### config.mk
export PLATFORM = sky130hd
export DESIGN_NAME = serial_ck_tx
export DESIGN_NICKNAME = d
export VERILOG_FILES = /design/src/rtl/serial_ck_tx.sv
export SDC_FILE = /design/constraint.sdc
export NUM_CORES = 1
export LEC_CHECK = 0
export BUFFER_PORTS_ARGS = -buffer_cell sky130_fd_sc_hd__buf_2
export CAP_MARGIN = 0
export CORE_ASPECT_RATIO = 2
export CORE_UTILIZATION = 45
export DETAILED_ROUTE_END_ITERATION = 7
export GPL_ROUTABILITY_DRIVEN = 0
export PLACE_DENSITY = 0.73
export SLEW_MARGIN = 20
export SYNTH_ARGS = -nofsm -noshare
export SYNTH_HDL_FRONTEND = slang
export SYNTH_SLANG_ARGS = --single-unit
### constraint.sdc
create_clock -name clk -period 8.6 [get_ports clk]
set_clock_uncertainty 0.15 [all_clocks]
set_input_delay 1.72 -clock clk [delete_from_list [all_inputs] [get_ports clk]]
set_output_delay 1.72 -clock clk [all_outputs]
set_load 0.05 [all_outputs]
### src/rtl/serial_ck_tx.sv
// Multi-lane serial clock/data transmitter: lead, then ncyc sck pulses with MSB-first data per lane.
// Optional receive path (sdi/dout) enabled by defining SERIAL_CK_TX_SDI_EN.
module serial_ck_tx #(
  parameter int   DW       = 32,
  parameter int   N_CH     = 1,
  parameter int   CW       = 32,
  parameter logic P_Y_INIT = 1'b0
) (
  input  logic                 clk,
  input  logic                 rst,
  input  logic                 start,
  input  logic                 y0,
  input  logic [7:0]           ncyc,
  input  logic [CW-1:0]        n0,
  input  logic [CW-1:0]        n1,
  input  logic [CW-1:0]        n2,
  input  logic [N_CH*DW-1:0]   din,
`ifdef SERIAL_CK_TX_SDI_EN
  input  logic [N_CH-1:0]      sdi,
  output logic [N_CH*DW-1:0]   dout,
`endif
  output logic                 sck,
  output logic [N_CH-1:0]      sdo,
  output logic                 busy,
  output logic                 done
);

  typedef enum logic [1:0] {S_IDLE, S_LEAD, S_HI, S_LO} state_t;

  localparam logic [CW-1:0] ONE_CW = CW'(1);
  localparam logic [7:0]    DW_B   = 8'(DW);

  state_t                    r_state;
  logic                      r_sck;
  logic [N_CH-1:0]           r_sdo;
  logic                      r_busy;
  logic                      r_done;
  logic                      r_y0;
  logic [7:0]                r_ncyc;
  logic [CW-1:0]             r_n1;
  logic [CW-1:0]             r_n2;
  logic [CW-1:0]             r_cnt;
  logic [7:0]                r_bit;
  logic [N_CH-1:0][DW-1:0]   r_sh;

  logic [CW-1:0]             w_n0;
  logic [CW-1:0]             w_n1;
  logic [CW-1:0]             w_n2;
  logic [7:0]                w_ncyc;
  logic                      w_exp;
  logic                      w_last;
  logic [N_CH-1:0][DW-1:0]   w_aligned;

  assign w_n0   = (n0 == '0) ? ONE_CW : n0;
  assign w_n1   = (n1 == '0) ? ONE_CW : n1;
  assign w_n2   = (n2 == '0) ? ONE_CW : n2;
  assign w_ncyc = (ncyc == 8'd0) ? 8'd1 : ((ncyc > DW_B) ? DW_B : ncyc);
  assign w_exp  = (r_cnt <= ONE_CW);
  assign w_last = (r_bit == (r_ncyc - 8'd1));

  assign sck  = r_sck;
  assign sdo  = r_sdo;
  assign busy = r_busy;
  assign done = r_done;

  // Left-align each lane so bit ncyc-1 sits at the MSB of the shift register.
  always_comb begin
    w_aligned = '0;
    for (int k = 0; k < N_CH; k++) begin
      w_aligned[k] = din[k*DW +: DW] << (DW_B - w_ncyc);
    end
  end

  // Transfer sequencer: phase timing, sck generation, data shifting and handshake.
  always_ff @(posedge clk) begin
    if (rst) begin
      r_state <= S_IDLE;
      r_sck   <= P_Y_INIT;
      r_sdo   <= '0;
      r_busy  <= 1'b0;
      r_done  <= 1'b0;
      r_y0    <= P_Y_INIT;
      r_ncyc  <= 8'd1;
      r_n1    <= '0;
      r_n2    <= '0;
      r_cnt   <= '0;
      r_bit   <= 8'd0;
      r_sh    <= '0;
    end else begin
      r_done <= 1'b0;
      case (r_state)
        S_IDLE: begin
          r_sck <= y0;
          if (start) begin
            r_y0    <= y0;
            r_ncyc  <= w_ncyc;
            r_n1    <= w_n1;
            r_n2    <= w_n2;
            r_cnt   <= w_n0;
            r_bit   <= 8'd0;
            r_busy  <= 1'b1;
            r_state <= S_LEAD;
            for (int k = 0; k < N_CH; k++) begin
              r_sdo[k] <= w_aligned[k][DW-1];
              r_sh[k]  <= w_aligned[k] << 8'd1;
            end
          end else begin
            r_busy <= 1'b0;
          end
        end
        S_LEAD: begin
          if (w_exp) begin
            r_sck   <= ~r_y0;
            r_cnt   <= r_n1;
            r_state <= S_HI;
          end else begin
            r_cnt <= r_cnt - ONE_CW;
          end
        end
        S_HI: begin
          if (w_exp) begin
            r_sck   <= r_y0;
            r_cnt   <= r_n2;
            r_state <= S_LO;
          end else begin
            r_cnt <= r_cnt - ONE_CW;
          end
        end
        S_LO: begin
          if (w_exp) begin
            if (w_last) begin
              r_state <= S_IDLE;
              r_done  <= 1'b1;
              r_busy  <= 1'b0;
              r_sdo   <= '0;
            end else begin
              // Data only moves on LO->HI so it is stable across each full bit period.
              r_sck   <= ~r_y0;
              r_cnt   <= r_n1;
              r_bit   <= r_bit + 8'd1;
              r_state <= S_HI;
              for (int k = 0; k < N_CH; k++) begin
                r_sdo[k] <= r_sh[k][DW-1];
                r_sh[k]  <= r_sh[k] << 8'd1;
              end
            end
          end else begin
            r_cnt <= r_cnt - ONE_CW;
          end
        end
        default: begin
          r_state <= S_IDLE;
          r_sck   <= P_Y_INIT;
          r_sdo   <= '0;
          r_busy  <= 1'b0;
        end
      endcase
    end
  end

`ifdef SERIAL_CK_TX_SDI_EN
  logic [N_CH-1:0][DW-1:0] r_rx;
  logic [N_CH-1:0][DW-1:0] r_dout;

  assign dout = r_dout;

  // Receive capture: sample sdi at each HI->LO edge, publish on the done cycle.
  always_ff @(posedge clk) begin
    if (rst) begin
      r_rx   <= '0;
      r_dout <= '0;
    end else begin
      if ((r_state == S_IDLE) && start) begin
        r_rx <= '0;
      end else if ((r_state == S_HI) && w_exp) begin
        for (int k = 0; k < N_CH; k++) begin
          r_rx[k] <= (r_rx[k] << 8'd1) | DW'(sdi[k]);
        end
      end
      if ((r_state == S_LO) && w_exp && w_last) begin
        r_dout <= r_rx;
      end
    end
  end
`endif

endmodule

Word level (Yosys, flattened, before mapping):

Cells that the tools add are included.

* flip-flop bits (word level): 151
* input port bits: 140
* output and inout bits: 4
* logic and storage cells: 86

* add/subtract/negate cells: 4
* $lt $le $gt $ge: 2
* equal/unequal tests: 11
* shifts and indexed selects: 1
* mux-type cells: 39
* bitwise operators: 3
* reductions and logical operators: 14

Operators by type and width (number)
* $mux 32: 11
* $pmux 32 s4: 1
* $logic_not 32->1: 3
* $pmux 32 s2: 1
* $mux 8: 5
* $le 32x1->1 const B: 1
* $shl 32x8->32: 1
* $sub 32x1->32 const B: 1
* $pmux 8 s2: 1
* $ne 2x2->1 const B: 6
* $reduce_and 4->1: 3
* $mux 1: 11
* $mux 2: 5
* $add 8x1->8 const B: 1
* $eq 8x8->1: 1
* $gt 8x6->1 const B: 1
* $logic_not 8->1: 1
* $pmux 2 s4: 1
* $sub 6x8->8 const A: 1
* $sub 8x1->8 const B: 1
* $reduce_and 3->1: 2
* $eq 2x2->1 const B: 2
* $pmux 1 s2: 2
* $pmux 1 s4: 1
* 7 further kinds: 10

Logic depth before layout (Yosys ltp):

Gate-level depths: netlist of run 1.

* word-level depth: 7
* gate-level depth with buffers: 16
* depth with buffers taken out: 11

Worst setup path after synthesis of run 1:

OpenSTA, ideal clock, no wires.

* path kind: input -> register
* from: input port ncyc[3]
* to: register r_sh[28] (netlist bit)
* library setup time: 0.091 ns
* data arrival time: 4.778 ns
* setup slack: 3.581 ns
* cell stages on the path: 14
* path buffers: 3
* cells stage by stage: clkbuf_1 or4_1 clkbuf_1 a21oi_1 inv_2 ha_1 clkbuf_1 nor3b_1 xor2_1 nor3_1 nand3_1 o211ai_1 a211oi_1 a311oi_1

* word-level cells in the longest chain between the ends: 7
* elaborated cells on any way between the ends: 8
* classes of those cells: 1 x add/sub; 1 x order compare; 1 x shift; 4 x mux; 1 x reduce/logical

RTL lines
* start, declared: line 13 `input logic [7:0] ncyc,`
* $gt 8x6->1: line 57 `assign w_ncyc = (ncyc == 8'd0) ? 8'd1 : ((ncyc > DW_B) ? DW_B : ncyc);`
* $mux 8: line 57
* $mux 8 (*): line 57
* $sub 6x8->8 (*): line 70 `w_aligned[k] = din[k*DW +: DW] << (DW_B - w_ncyc);`
* $shl 32x8->32 (*): line 70
* $mux 32 (*): line 94 `if (start) begin`
* $pmux 32 s2 (*): line 91 `case (r_state)`
* end signal, assigned by index: line 105 `r_sh[k] <= w_aligned[k] << 8'd1;`
* end signal, assigned by index: line 144 `r_sh[k] <= r_sh[k] << 8'd1;`
* end, declared: line 44 `logic [N_CH-1:0][DW-1:0] r_sh;`

Every way passes the cells marked *; elsewhere a longest branch is shown, timed or not. The select of a mux whose other input is x is not followed.
A chain may end at the register's enable or synchronous reset.

Worst setup path in the final report of run 1:

* from: input port ncyc[2]
* to: register r_sh[26] (netlist bit)

The elaborated chain is that of the path after synthesis.

==> results.md, run 1 <==
Route:
- The total via count after detailed routing is 11160.
- The total length of routed wires is 38250 um.
- The via count normalized by instance count is 6.640.
- After the first detailed-routing iteration, the DRC count stood at 815.
- For this run, design rule violations remaining after detail routing come to 0.
- The post-detailed-route wirelength per cell is 22.77 um.
- The first TritonRoute pass finished after 5 iterations.
- The antenna violation net count after detailed routing is 0.

CTS:
- For this design, the CTS-stage hold fixing added 0 buffers.
- The count of cells resized by post-cts repair is 0.
- Clock tree synthesis selected as its root buffer the cell sky130_fd_sc_hd__clkbuf_16.
- In this run the post-CTS setup repair buffer count came out at 0.
- No sink is reached through more buffers than the 2 on the longest clock path.
- The H-tree was split into 4 levels.
- After clock tree synthesis, the clock-pin slew on the worst setup and hold paths is 0.06 ns.
- The clock net in this run drives a total of 150 sinks.
- In this run, CTS created clock tree buffers numbering 17.
- At the later pin of the worst-skew pair, clock insertion delay measures 0.43 ns.
- The CTS tree is built.

Setup path:
- The maximum cell stage delay along the critical path is 0.86 ns.
- The startpoint identified for the worst register-to-register timing path is r_cnt[2].
- Among all stages on the critical path, the largest delay is contributed by sky130_fd_sc_hd__ha_1.
- The maximum fanout along the worst path is 30.
- In this design, the largest share of critical-path delay is due to buffers and inverters.
- The kind of capture point of the worst setup path is a register.
- The kind of critical path is input port to register.
- At the worst endpoint, the arrival time is 6.31 ns.
- The startpoint type of the worst setup path is an input port.
- The worst-case register-to-register setup slack is 4.94 ns.
- The count of buffer and inverter cells on the critical path is 4.
- Counting buffers and inverters, the worst setup path is 13 cells deep.
- The endpoint of the worst-slack reg-to-reg timing path is r_bit[7].
- Tracing the worst setup path back leads to its startpoint at ncyc[2].
- For the worst setup path, the data required time is 8.72 ns.
- The depth of the most critical reg-to-reg path is 7.
- The destination of the critical timing path is r_sh[26].
- Traced cell by cell, the critical path runs through buf_2 > or4_1 > a21oi_2 > inv_2 > ha_1 > inv_1 > xnor2_2 > buf_4 > mux2_2 > a221oi_1 > o22ai_1 > a2111oi_0 > a211oi_1.

Yosys:
- Summed over its instances, the top area cell type makes up 29.74% of the synthesized netlist area.
- The average instance in the mapped netlist occupies 7.632 um^2.
- The sequential share of the synthesized area is 29.74%.
- The post-synthesis cell type with the largest combined area is sky130_fd_sc_hd__dfxtp_1.
- The count of state elements after synthesis is 150.
- By area the synthesized netlist is led by sky130_fd_sc_hd__dfxtp_1, sky130_fd_sc_hd__nand2_1, sky130_fd_sc_hd__a21oi_1, sky130_fd_sc_hd__a221oi_1, sky130_fd_sc_hd__nor2_1.
- For this run, the number of Yosys warnings is 0.
- Counting flops with an async set or reset pin after synthesis yields a share of 0%.
- The number of flops mapped to enable cells by yosys is 0.
- The number of nets in the synthesized netlist is 1473.
- The cell count after synthesis came out at 1323.
- The number of different library cells used by synthesis comes to 88.
- The synthesized netlist occupies a cell area of 0.01010 mm^2.
- The most used flip-flop cell after synthesis is sky130_fd_sc_hd__dfxtp_1.

Finish:
- Excluding fillers, the count of instances in the completed layout stands at 1680.
- The number of antenna repair diodes is 0.
- The number of nets in the final layout is 1541.
- The fraction of layout cells with a size suffix above 1 is 19.87%.
- The area growth from synthesis to layout is 12.95%.
- Fill cells in the final layout number 2136.

Die:
- The width of the die is 107.9 um.
- After floorplanning, the core was divided into 77 placement rows.
- The die covers 0.02308 mm^2.
- The vertical extent of the die is 213.8 um.
- The area of the core region is 0.02206 mm^2.
- The initial standard-cell utilization of the core is 45.77%.
- The I/O pin count is 144.

Job:
- Across the run, the number of max-cap violations was 0.

Timing:
- Setup repair after global routing left no endpoint under its margin.
- Measured against its own limit, the worst slew margin works out to 26.55%.
- The worst hold slack after final layout is 0.3072 ns.
- Counting I/O delays and the setup requirement, the final critical path takes 6.198 ns.
- The setup TNS is 0 ns.
- The post-route clock period utilization is 72.07%.
- The number of slew-limit violations in the final report was 0.
- For this run, the top clock speed supported by timing is 161.3 MHz.
- The transition time of the tightest slew-check pin is 1.102 ns.
- The number of endpoints with negative hold slack in the final report is 0.
- The number of setup violations in the final report is 0.

Power and ir drop:
- The analysis attributes to net switching a power of 1.417 mW.
- The worst vdd rail ir drop is 0.0001989 V.
- Sequential cells burn 31.8% of the power.
- In this run, the combinational gates consume 45.6% of the power.
- For this design the static power due to leakage is 4.190 nW.
- Power spread over the standard cell area amounts to 280.2 mW/mm^2.
- The internal power of the cells totals 1.778 mW.
- The net switching fraction of the power is 44.34%.
- In this run, the clock network consumes 22.6% of the power.

Global route:
- The combined global-route utilization of all metal layers is 33.73%.
- The number of global-route vias before repair was 10670.
- The initial antenna violation count is 0.
- The total overflow left after global routing is 0.
- The wire length of the first global-routing pass is 58440 um.
- Entering global routing, the biggest net connects 85 pins.

Placed design:
- The number of placed instances, taps included, is 1648.
- The count of buffers added on input and output ports is 143.
- The placed wire-length estimate after detailed placement is 27880 um.

Run status:
- The flow ran to the end, and the final reports show no timing, DRC or antenna violations.

Worst hold path:
- The worst min-delay path class is register to register.
## layout make-up
class                           instances  area [um^2]  area share (%)
Sequential cell                       150         3003           26.33
Multi-Input combinational cell       1040         6549           57.42
Inverter                               19        71.32          0.6253
Clock inverter                         13        115.1           1.009
Tap cell                              276        345.3           3.028
Timing Repair Buffer                  163        868.3           7.614
Clock buffer                           19        452.9           3.971
## cell usage after synthesis, drive strengths merged, types with 8 or more instances
cell type and number:
a211oi 43, o22ai 8, o211ai 13, or3 13
xnor2 16, ha 10, a22oi 43, a221oi 40
xor2 15, mux2 24, inv 19, a21oi 128
o21ai 69, nor4 41, nand2b 10, o31ai 12
buf 43, clkbuf 71, a311oi 9, nor3 44
mux2i 16, or4 9, nand2 207, nor2 88
dfxtp 150, or2 10, a32oi 8, nand4 15
nand3 37
## layer usage
layer | part of all wire [%] | up-vias | GRT usage (%)
li1 | - | 5118 | -
met1 | 32 | 5289 | 30.28
met2 | 52 | 542 | 62.27
met3 | 6.0 | 206 | 5.684
met4 | 11 | 0 | 32.12
met5 | 0 | - | 0
## worst reg2reg max path, stage by stage, from the launching register on
cell and delay (ns):
sky130_fd_sc_hd__dfxtp_1 0.37, sky130_fd_sc_hd__nor4_2 0.90, sky130_fd_sc_hd__nand4_1 0.34, sky130_fd_sc_hd__nor3_2 0.71
sky130_fd_sc_hd__a31oi_2 0.16, sky130_fd_sc_hd__buf_4 0.28, sky130_fd_sc_hd__or4_1 0.54, sky130_fd_sc_hd__a21oi_1 0.14
## worst min path at each step
stage          startpoint        to  slack [ns]  depth (start not counted)
3_3_place_gp     r_n1[23]  r_n1[23]        0.29                          2
2_1_floorplan     r_n1[3]   r_n1[3]        0.28                          2
6_report          r_n1[6]   r_n1[6]        0.31                          2
4_1_cts          r_n1[17]  r_n1[17]        0.31                          2
3_5_place_dp     r_n1[17]  r_n1[17]        0.30                          2
5_1_grt          r_n1[30]  r_n1[30]        0.32                          2
## cell usage in the layout (no fill, tap or decap), types with 12 or more instances in the layout
master / instances
sky130_fd_sc_hd__nand2_1: 206
sky130_fd_sc_hd__nand4_1: 15
sky130_fd_sc_hd__nor2_1: 88
sky130_fd_sc_hd__xnor2_1: 14
sky130_fd_sc_hd__a21oi_1: 126
sky130_fd_sc_hd__clkbuf_16: 17
sky130_fd_sc_hd__nand3_1: 37
sky130_fd_sc_hd__a22oi_1: 43
sky130_fd_sc_hd__inv_1: 18
sky130_fd_sc_hd__o211ai_1: 12
sky130_fd_sc_hd__buf_2: 142
sky130_fd_sc_hd__o21ai_0: 57
sky130_fd_sc_hd__nor3_1: 41
sky130_fd_sc_hd__a211oi_2: 14
sky130_fd_sc_hd__a211oi_1: 29
sky130_fd_sc_hd__mux2_2: 22
sky130_fd_sc_hd__nor4_1: 39
sky130_fd_sc_hd__mux2i_1: 16
sky130_fd_sc_hd__a221oi_1: 39
sky130_fd_sc_hd__dfxtp_1: 150
sky130_fd_sc_hd__xor2_1: 15
sky130_fd_sc_hd__buf_4: 21
## logic make-up after synthesis
kind of cell    Yosys count  synth area share (%)
compound gates          443                 30.76
xor+xnor                 31                 2.763
fa+ha+maj                10                 1.239
buf+inv                 133                 5.787
flops                   150                 29.74
mux                      45                 5.415
simple gates            511                 24.30
## metrics by stage
stage | power [mW] | area (um^2) | util [%] | setup WS (ns)
floorplan | 2.069 | 10100 | - | 3.581
global placement | 2.418 | 10840 | 49.12 | 2.231
detailed placement | 2.449 | 10840 | 49.12 | 2.061
CTS | 3.167 | 11400 | 51.69 | 2.515
global route | 3.379 | 11400 | 51.69 | 1.998
finish | 3.195 | 11400 | 51.69 | 2.402
## registers in the layout, indices dropped and copies added, names as in the netlist
name and count:
r_bit 8, sdo 1, r_cnt 32, r_n2 32, busy 1, r_state 2
r_ncyc 8, r_sh 31, r_y0 1, r_n1 32, done 1, sck 1
## power by group through the flow
stage	registers [mW]	logic [mW]	clock network, mW
after CTS	1.01	1.43	0.727
after floorplan	0.989	1.08	0
final	1.02	1.46	0.721
after global routing	1.03	1.59	0.757
after global placement	1.02	1.40	0
after detailed placement	1.02	1.43	0
No activity file was read; power rests on OpenSTA's default activity.
==> inputs of run 2 (changes only) <==
- ABC_AREA: default -> 1
- PLACE_DENSITY: 0.73 -> 0.76
- clock period: 8.6 -> 5 ns (I/O delays scaled with it)
==> run 2 against run 1 <==
Against the previous run: register-to-register slack worse by 3.5 ns; global-route usage down 3.6 points; first-iteration DRC count down 15%; sequential cell count unchanged.
==> results.md, run 2 <==
Run status:
- The run finished with clean final reports.

Yosys:
- The share of flip-flops with an asynchronous set or reset after synthesis is 0% (unchanged).
- The mapped cell area is 0.01003 mm^2 (-0.68%).
- The most used flip-flop cell after synthesis is sky130_fd_sc_hd__dfxtp_1.
- The sequential share of the synthesized area was 29.94% (+0.20 points).
- The number of flops mapped to enable cells by yosys is 0 (unchanged).
- The yosys synthesis warning count is 0 (unchanged).
- The unique cell type count in the Yosys netlist was 48 (-45%).
- The count of state elements after synthesis is 150 (unchanged).
- The cell with the most instances after synthesis is sky130_fd_sc_hd__nand3_1.
- The average size of a mapped cell is 6.260 um^2 (-18%).
- Ranked by instance count, the synthesized netlist is headed by sky130_fd_sc_hd__nand3_1, sky130_fd_sc_hd__nand2_1, sky130_fd_sc_hd__a21oi_1.
- The synthesized design spends more area on one cell type than any other, namely sky130_fd_sc_hd__dfxtp_1.
- The number of nets in the synthesized netlist is 1752 (+19%).
- Yosys attributes the largest share of cell area to sky130_fd_sc_hd__dfxtp_1, sky130_fd_sc_hd__nand3_1, sky130_fd_sc_hd__nand2_1, sky130_fd_sc_hd__a21oi_1, sky130_fd_sc_hd__o21ai_0.
- The fraction of synthesized cell area taken by the top area cell type was 29.94% (+0.20 points).
- The number of instances in the synthesized netlist was 1602 (+21%).

Route:
- The violation count after the first detailed-routing iteration is 690 (-15%).
- The total length of routed wires came to 34040 um (-11%).
- The via count normalized by instance count was 5.822 (-12%).
- The DRC violations left is 0 (unchanged).
- The number of iterations in the first detailed-routing pass was 6 (+1).
- The antenna violation net count after detailed routing came to 0 (unchanged).
- The post-detailed-route wirelength per cell was 17.29 um (-24%).
- The total via count after detailed routing is 11460 (+2.8%).

Power and ir drop:
- The ratio of total power to cell area came to 523.9 mW/mm^2 (+87%).
- The static leakage power is 5.166 nW (+23%).
- The worst vdd rail ir drop came to 0.0003845 V (+93%).

Global route:
- The pin count of the biggest net entering global routing came to 112 (+32%).
- The combined global-route utilization of all metal layers came to 30.15% (-3.6 points).
- The leftover overflow at the end of global routing came to 0 (unchanged).
- The number of global-route vias before repair was 11070 (+3.7%).
- The initial antenna violation count is 1 (+1).
- The wire length of the first global-routing pass is 53450 um (-8.5%).

Finish:
- The end-of-flow core utilization is 52.70% (+1.0 points).
- The library cell used most frequently in the layout, excluding fill and tap cells, is sky130_fd_sc_hd__nand3_1.
- The largest registers in the layout are r_cnt (32), r_n1 (32), r_n2 (32).
- The fraction of layout cells with a size suffix above 1 is 13.57% (-6.3 points).
- Leaving out fill and tap cells, the most frequent cells in the layout are sky130_fd_sc_hd__nand3_1, sky130_fd_sc_hd__nand2_1, sky130_fd_sc_hd__a21oi_1, sky130_fd_sc_hd__dfxtp_1, sky130_fd_sc_hd__nor2_1.
- Compared with the post-synthesis result, the final layout area differs by 13.92%.
- The number of inserted filler cells in the final layout is 2231 (+4.4%).
- The number of nets in the final layout is 1832 (+19%).

Setup path:
- The worst-case register-to-register setup slack is 1.40 ns (-3.54 ns).
- The maximum fanout along the worst path is 33 (+10%).
- The worst register-to-register path begins at r_cnt[0].
- The critical path in this run is classified as register to register.
- The arrival time at the worst endpoint came to 3.78 ns (-2.53 ns).
- The endpoint identified for the worst register-to-register timing path is r_cnt[2].
- STA classifies the critical path startpoint as a register.
- STA classifies the critical path endpoint as a register.
- The required time at the worst-slack endpoint was 5.18 ns (-3.54 ns).
- The depth of the most critical reg-to-reg path came to 11 (+4).

Die:
- The I/O pin count is 144 (unchanged).
- The area of the core region is 0.02168 mm^2 (-1.7%).
- The area enclosed by the die boundary came to 0.02292 mm^2 (-0.67%).
- The initial standard-cell utilization of the core was 46.25% (+0.49 points).
- The vertical extent of the die is 213.1 um (-0.34%).
- The width of the die was 107.6 um (-0.33%).
- The number of core rows is 76 (-1.3%).

Timing:
- The post-route clock period utilization is 71.99%.
- The number of setup violations in the final report came to 0 (unchanged).
- Setup repair after global routing left no endpoint under its margin.
- The clock period minus final worst setup slack is 3.600 ns.
- The number of slew-limit violations in the final report came to 0 (unchanged).
- The transition time of the tightest slew-check pin was 1.097 ns (-0.004715 ns).
- The fmax is 277.8 MHz.
- The number of endpoints with negative hold slack in the final report is 0 (unchanged).
- The relative slew slack was 26.51% (-0.046 points).
- The setup TNS is 0 ns (unchanged).

Worst hold path:
- The instance count along the most critical hold path was 2 (unchanged).
- The worst hold path endpoint is r_ncyc[7].
- The worst min-delay path startpoint is r_ncyc[7].
- The worst min-delay path class is register to register.

CTS:
- The count of buffers added by post-CTS timing repair for setup is 0 (unchanged).
- The deepest clock path buffer count was 2 (unchanged).
- The number of buffers added by the clock tree synthesis step is 17 (unchanged).
- The post-CTS clock slew at the launch and capture registers of the worst setup and hold paths is 0.06 ns (about the same).
- The CTS tree is built.
- The clock network latency to the later pin of the worst-skew pair is 0.43 ns (about the same).
- The H-tree depth is 4 (unchanged).
- The number of clock sinks was 150 (unchanged).
- The tree is rooted in a sky130_fd_sc_hd__clkbuf_16.
- The count of hold buffers inserted by post-cts repair is 0 (unchanged).
- The count of cells resized by post-cts repair was 0 (unchanged).

Job:
- The max-cap violation count is 0 (unchanged).

Placed design:
- The placed wire-length estimate after detailed placement is 24760 um (-11%).
- The quantity of I/O buffers inserted on ports was 143 (unchanged).
==> run 2: cell count changes after synthesis, sizes merged, moves of 40 or more <==
cell / change
o21ai: +65
nand2: +83
inv: +126
nand3: +250
a21oi: +49
nor2: +60
a211oi: -40
==> run 2: layout make-up <==
class	instances	area (um^2)	area share [%]
Clock inverter	11	148.9	1.303
Timing Repair Buffer	163	878.3	7.688
Clock buffer	21	460.4	4.030
Multi-Input combinational cell	1203	6036	52.83
Inverter	147	554.3	4.852
Antenna cell	1	2.502	0.02190
Tap cell	273	341.6	2.990
Sequential cell	150	3003	26.28
==> run 2: power breakdown <==
| group | switching (mW) | internal [mW] |
|---|---|---|
| combinational | 1.93 | 0.897 |
| clock | 0.523 | 0.813 |
| sequential | 0.268 | 1.55 |
| total | 2.72 | 3.26 |
==> run 2: per-stage QoR <==
step	hold WS [ns]	total power [mW]	std cells	setup slack (ns)	instance area, um^2
5_1_grt	0.3284	6.395	1969	1.207	11420
4_1_cts	0.3152	5.931	1968	1.435	11420
6_report	0.3153	5.986	1969	1.400	11420
3_5_place_dp	0.3060	4.582	1936	1.101	10810
2_1_floorplan	0.2880	3.877	1602	1.515	10030
3_3_place_gp	0.2988	4.538	1936	1.088	10810
==> run 2: logic make-up (layout without fill, tap and decap cells) <==
family                     count (synthesis)  after routing  share of synthesized area (%)
and+or+nand+nor                          792            792                          35.50
AOI/OAI and AO/OA                        361            361                          19.69
buffers and inverters                    249            342                          9.869
DFF                                      150            150                          29.94
xor gates and xnor gates                  40             40                          3.756
adders and majority gates                 10             10                          1.248
other                                      0              1                              0
==> run 2: metal layers <==
layer	routed length (um)	global-route usage, %	vias to the layer above
met5	0	0	-
met4	2853	25.32	0
met3	2030	4.090	169
met2	17650	55.95	543
met1	11510	28.63	5195
li1	-	-	5556
==> run 2: worst max-delay path, cell delays in order, from the launching register on <==
cell	delay (ns)
sky130_fd_sc_hd__dfxtp_1	0.32
sky130_fd_sc_hd__inv_1	0.11
sky130_fd_sc_hd__ha_1	0.29
sky130_fd_sc_hd__inv_1	0.12
sky130_fd_sc_hd__a21oi_1	0.26
sky130_fd_sc_hd__nand3_2	0.57
sky130_fd_sc_hd__inv_2	0.68
sky130_fd_sc_hd__nand4_1	0.22
sky130_fd_sc_hd__nand2_2	0.12
sky130_fd_sc_hd__buf_4	0.35
sky130_fd_sc_hd__nor2_1	0.09
sky130_fd_sc_hd__a211oi_1	0.22
==> run 2: how the worst max path moves through the flow <==
stage | slack, ns | startpoint | cells past startpoint | end
floorplan | 1.51 | ncyc[0] | 16 | r_sh[31]
global placement | 1.09 | ncyc[0] | 14 | r_sh[30]
detailed placement | 1.10 | ncyc[6] | 14 | r_sh[30]
CTS | 1.44 | r_cnt[0] | 14 | r_sh[17]
global route | 1.21 | r_cnt[0] | 14 | r_sh[20]
finish | 1.40 | r_cnt[0] | 11 | r_cnt[2]
==> inputs of run 3 (changes only) <==
- ABC_AREA: 1 -> 0
- clock period: 5 -> 3.1 ns (I/O delays scaled with it)
==> run 3 against run 2 <==
Against the previous run: the run now ends with negative setup slack left; clock-buffer cell count shrank 2; sequential cell count is the same; sequential power up 55%; global-route usage up 5.9 points; critical path depth up 4; register-to-register slack got worse by 1.4 ns; core utilization up 7.5 points; critical path type is now input port to register; highest routed layer is now met5.
==> results.md, run 3 (synthesized netlist as in run 1, its figures left out) <==
Run status:
- The run finished, with violations left.
- The final reports fail on negative setup slack.

Timing:
- The number of endpoints with negative hold slack in the final report is 0 (unchanged).
- The post-route clock period utilization is 102.6%.
- The clock period minus final worst setup slack is 3.180 ns.
- The transition time of the tightest slew-check pin was 0.9971 ns (-0.09989 ns).
- The relative slew slack is 33.28% (+6.8 points).
- The number of setup violations in the final report is 14 (+14).
- Timing would allow up to 314.5 MHz.
- The worst hold slack after final layout came to 0.2841 ns (-0.03117 ns).
- Setup repair after global routing could not meet its margin everywhere.
- The worst path setup slack after routing was -0.07950 ns (-1.480 ns).
- The number of slew-limit violations in the final report was 0 (unchanged).

CTS:
- The deepest clock path buffer count is 2 (unchanged).
- The post-CTS clock slew at the launch and capture registers of the worst setup and hold paths is 0.07 ns (about the same).
- The H-tree depth came to 4 (unchanged).
- The clock network latency to the later pin of the worst-skew pair is 0.43 ns (about the same).
- TritonCTS built the clock tree.
- The number of clock sinks is 150 (unchanged).
- In this run the clock root is driven by a sky130_fd_sc_hd__clkbuf_16.
- The number of buffers added by the clock tree synthesis step is 17 (unchanged).
- The count of hold buffers inserted by post-cts repair was 0 (unchanged).

Route:
- The violation count after the first detailed-routing iteration is 1036 (+50%).
- The via count normalized by instance count came to 6.616 (+14%).
- The number of iterations in the first detailed-routing pass was 6 (unchanged).
- The total length of routed wires is 41480 um (+22%).
- The antenna violation net count after detailed routing is 0 (unchanged).
- The total via count after detailed routing is 12020 (+4.9%).
- The post-detailed-route wirelength per cell is 22.83 um (+32%).
- The DRC violations left is 0 (unchanged).

Finish:
- The largest registers in the layout are r_cnt (32), r_n1 (32), r_n2 (32).
- The number of nets in the final layout is 1678 (-8.4%).
- The top cell types in the final layout, fill and taps aside, are sky130_fd_sc_hd__nand2_1, sky130_fd_sc_hd__dfxtp_1, sky130_fd_sc_hd__buf_2, sky130_fd_sc_hd__buf_4, sky130_fd_sc_hd__a21oi_1.
- The cell area after layout is 0.01329 mm^2 (+16%).
- The most common cell after layout, fill and taps aside is sky130_fd_sc_hd__nand2_1.
- The number of antenna repair diodes came to 0 (-1).
- The growth of design area from synthesis to finish is 31.59%.
- The fraction of layout cells with a size suffix above 1 is 33.10% (+20 points).
- The number of inserted filler cells in the final layout came to 1920 (-14%).
- The count of non-filler cells in the finished layout is 1817 (-7.7%).

Placed design:
- The post-place setup slack is -0.6351 ns (-1.737 ns).
- The count of placed standard cells including taps came to 1764 (-8.9%).
- The placed instance area is 0.01207 mm^2 (+12%).
- The placed wire-length estimate after detailed placement came to 29480 um (+19%).
- The quantity of I/O buffers inserted on ports is 143 (unchanged).

Setup path:
- The signal on the critical path passes through buf_6 > or4_4 > a21oi_4 > inv_2 > ha_4 > buf_4 > buf_4 > o221ai_2 > a211oi_2 > buf_4 > buf_4 > nand4_1 > nand3_2 > a221oi_2 > a21oi_1.
- The maximum cell stage delay along the critical path is 0.55 ns (-0.13 ns).
- The required time at the worst-slack endpoint is 3.27 ns (-1.91 ns).
- The worst setup path is launched from an input port.
- The arrival time at the worst endpoint is 3.35 ns (-0.43 ns).
- The first element of the critical path is ncyc[1].
- The maximum fanout along the worst path is 6 (-82%).
- The launching point of the worst reg2reg path is r_cnt[24].
- The most numerous cell on the critical path is sky130_fd_sc_hd__buf_4.
- The critical path in this run is classified as input port to register.
- The worst setup path is captured at a register.
- For this design, the slowest cell found on the critical path is sky130_fd_sc_hd__or4_4.

Die:
- The number of core rows was 77 (+1.3%).
- The width of the die is 107.9 um (+0.33%).
- The vertical extent of the die is 213.8 um (+0.34%).
- The I/O pin count is 144 (unchanged).
- The initial standard-cell utilization of the core came to 45.77% (-0.49 points).
- The area of the core region came to 0.02206 mm^2 (+1.8%).
- The area enclosed by the die boundary is 0.02308 mm^2 (+0.68%).

Power and ir drop:
- The static leakage power is 5.081 nW (-1.6%).
- The worst vdd rail ir drop was 0.0005836 V (+52%).
- The ratio of total power to cell area is 754.1 mW/mm^2 (+44%).

Global route:
- The combined global-route utilization of all metal layers is 36.05% (+5.9 points).
- The leftover overflow at the end of global routing was 0 (unchanged).
- The wire length of the first global-routing pass is 62780 um (+17%).
- The pin count of the biggest net entering global routing is 77 (-31%).
- The initial antenna violation count was 1 (unchanged).
- The number of global-route vias before repair is 11730 (+5.9%).

Worst hold path:
- The worst min-delay path startpoint is n2[16].
- The worst min-delay path class is input port to register.

Job:
- The max-cap violation count is 0 (unchanged).
run 3: worst max-delay path: cells and delay by family:
family          cells  cell delay (ns)
simple gates        3             0.85
buf+inv             6             0.80
fa+ha+maj           1             0.20
compound gates      5             0.86
run 3: cell type report:
type	count	area, um^2	share of cell area, %
clock buffer	19	442.9	3.334
clock inverter	13	111.4	0.8381
inverter	19	73.82	0.5556
multi-input combinational	1040	7172	53.98
sequential	150	3008	22.64
tap	276	345.3	2.599
timing repair buffer	300	2133	16.06
run 3: repair_timing:
item / in CTS / in global routing
setup endpoints to repair: 37 / 72
resized for setup: 21 / 79
buffers inserted: 9 / 10
pin swaps: 15 / 28
gates cloned: 1 / 2
run 3: path summary, 6_finish.rpt:
| path | to | slack (ns) | cells after the start |
|---|---|---|---|
| worst max-delay path | sdo | -0.08 | 15 |
| worst min-delay path | r_n2[16] | 0.28 | 3 |
| worst max register to register | r_bit[7] | 0.04 | 8 |
| worst min register to register | r_n1[17] | 0.31 | 2 |
run 3: power breakdown:
group	switching, mW	internal [mW]	total, mW
clock	0.901	1.07	1.97
sequential	0.419	2.41	2.83
combinational	3.09	2.13	5.23
run 3: per-stage QoR:
stage / power, mW / utilization, % / TNS, ns
2_1_floorplan: 5.808 / - / -9.615
6_report: 10.02 / 60.22 / -0.4936
5_1_grt: 10.51 / 60.22 / -2.025
3_5_place_dp: 7.318 / 54.71 / -15.70
3_3_place_gp: 7.201 / 54.71 / -14.29
4_1_cts: 9.470 / 58.12 / -0.08053
run 3: routing by layer:
layer | GRT usage [%] | routed length (um)
met1 | 32.08 | 12780
met2 | 63.77 | 20690
met4 | 36.94 | 5084
met3 | 8.693 | 2910
met5 | 0 | 15
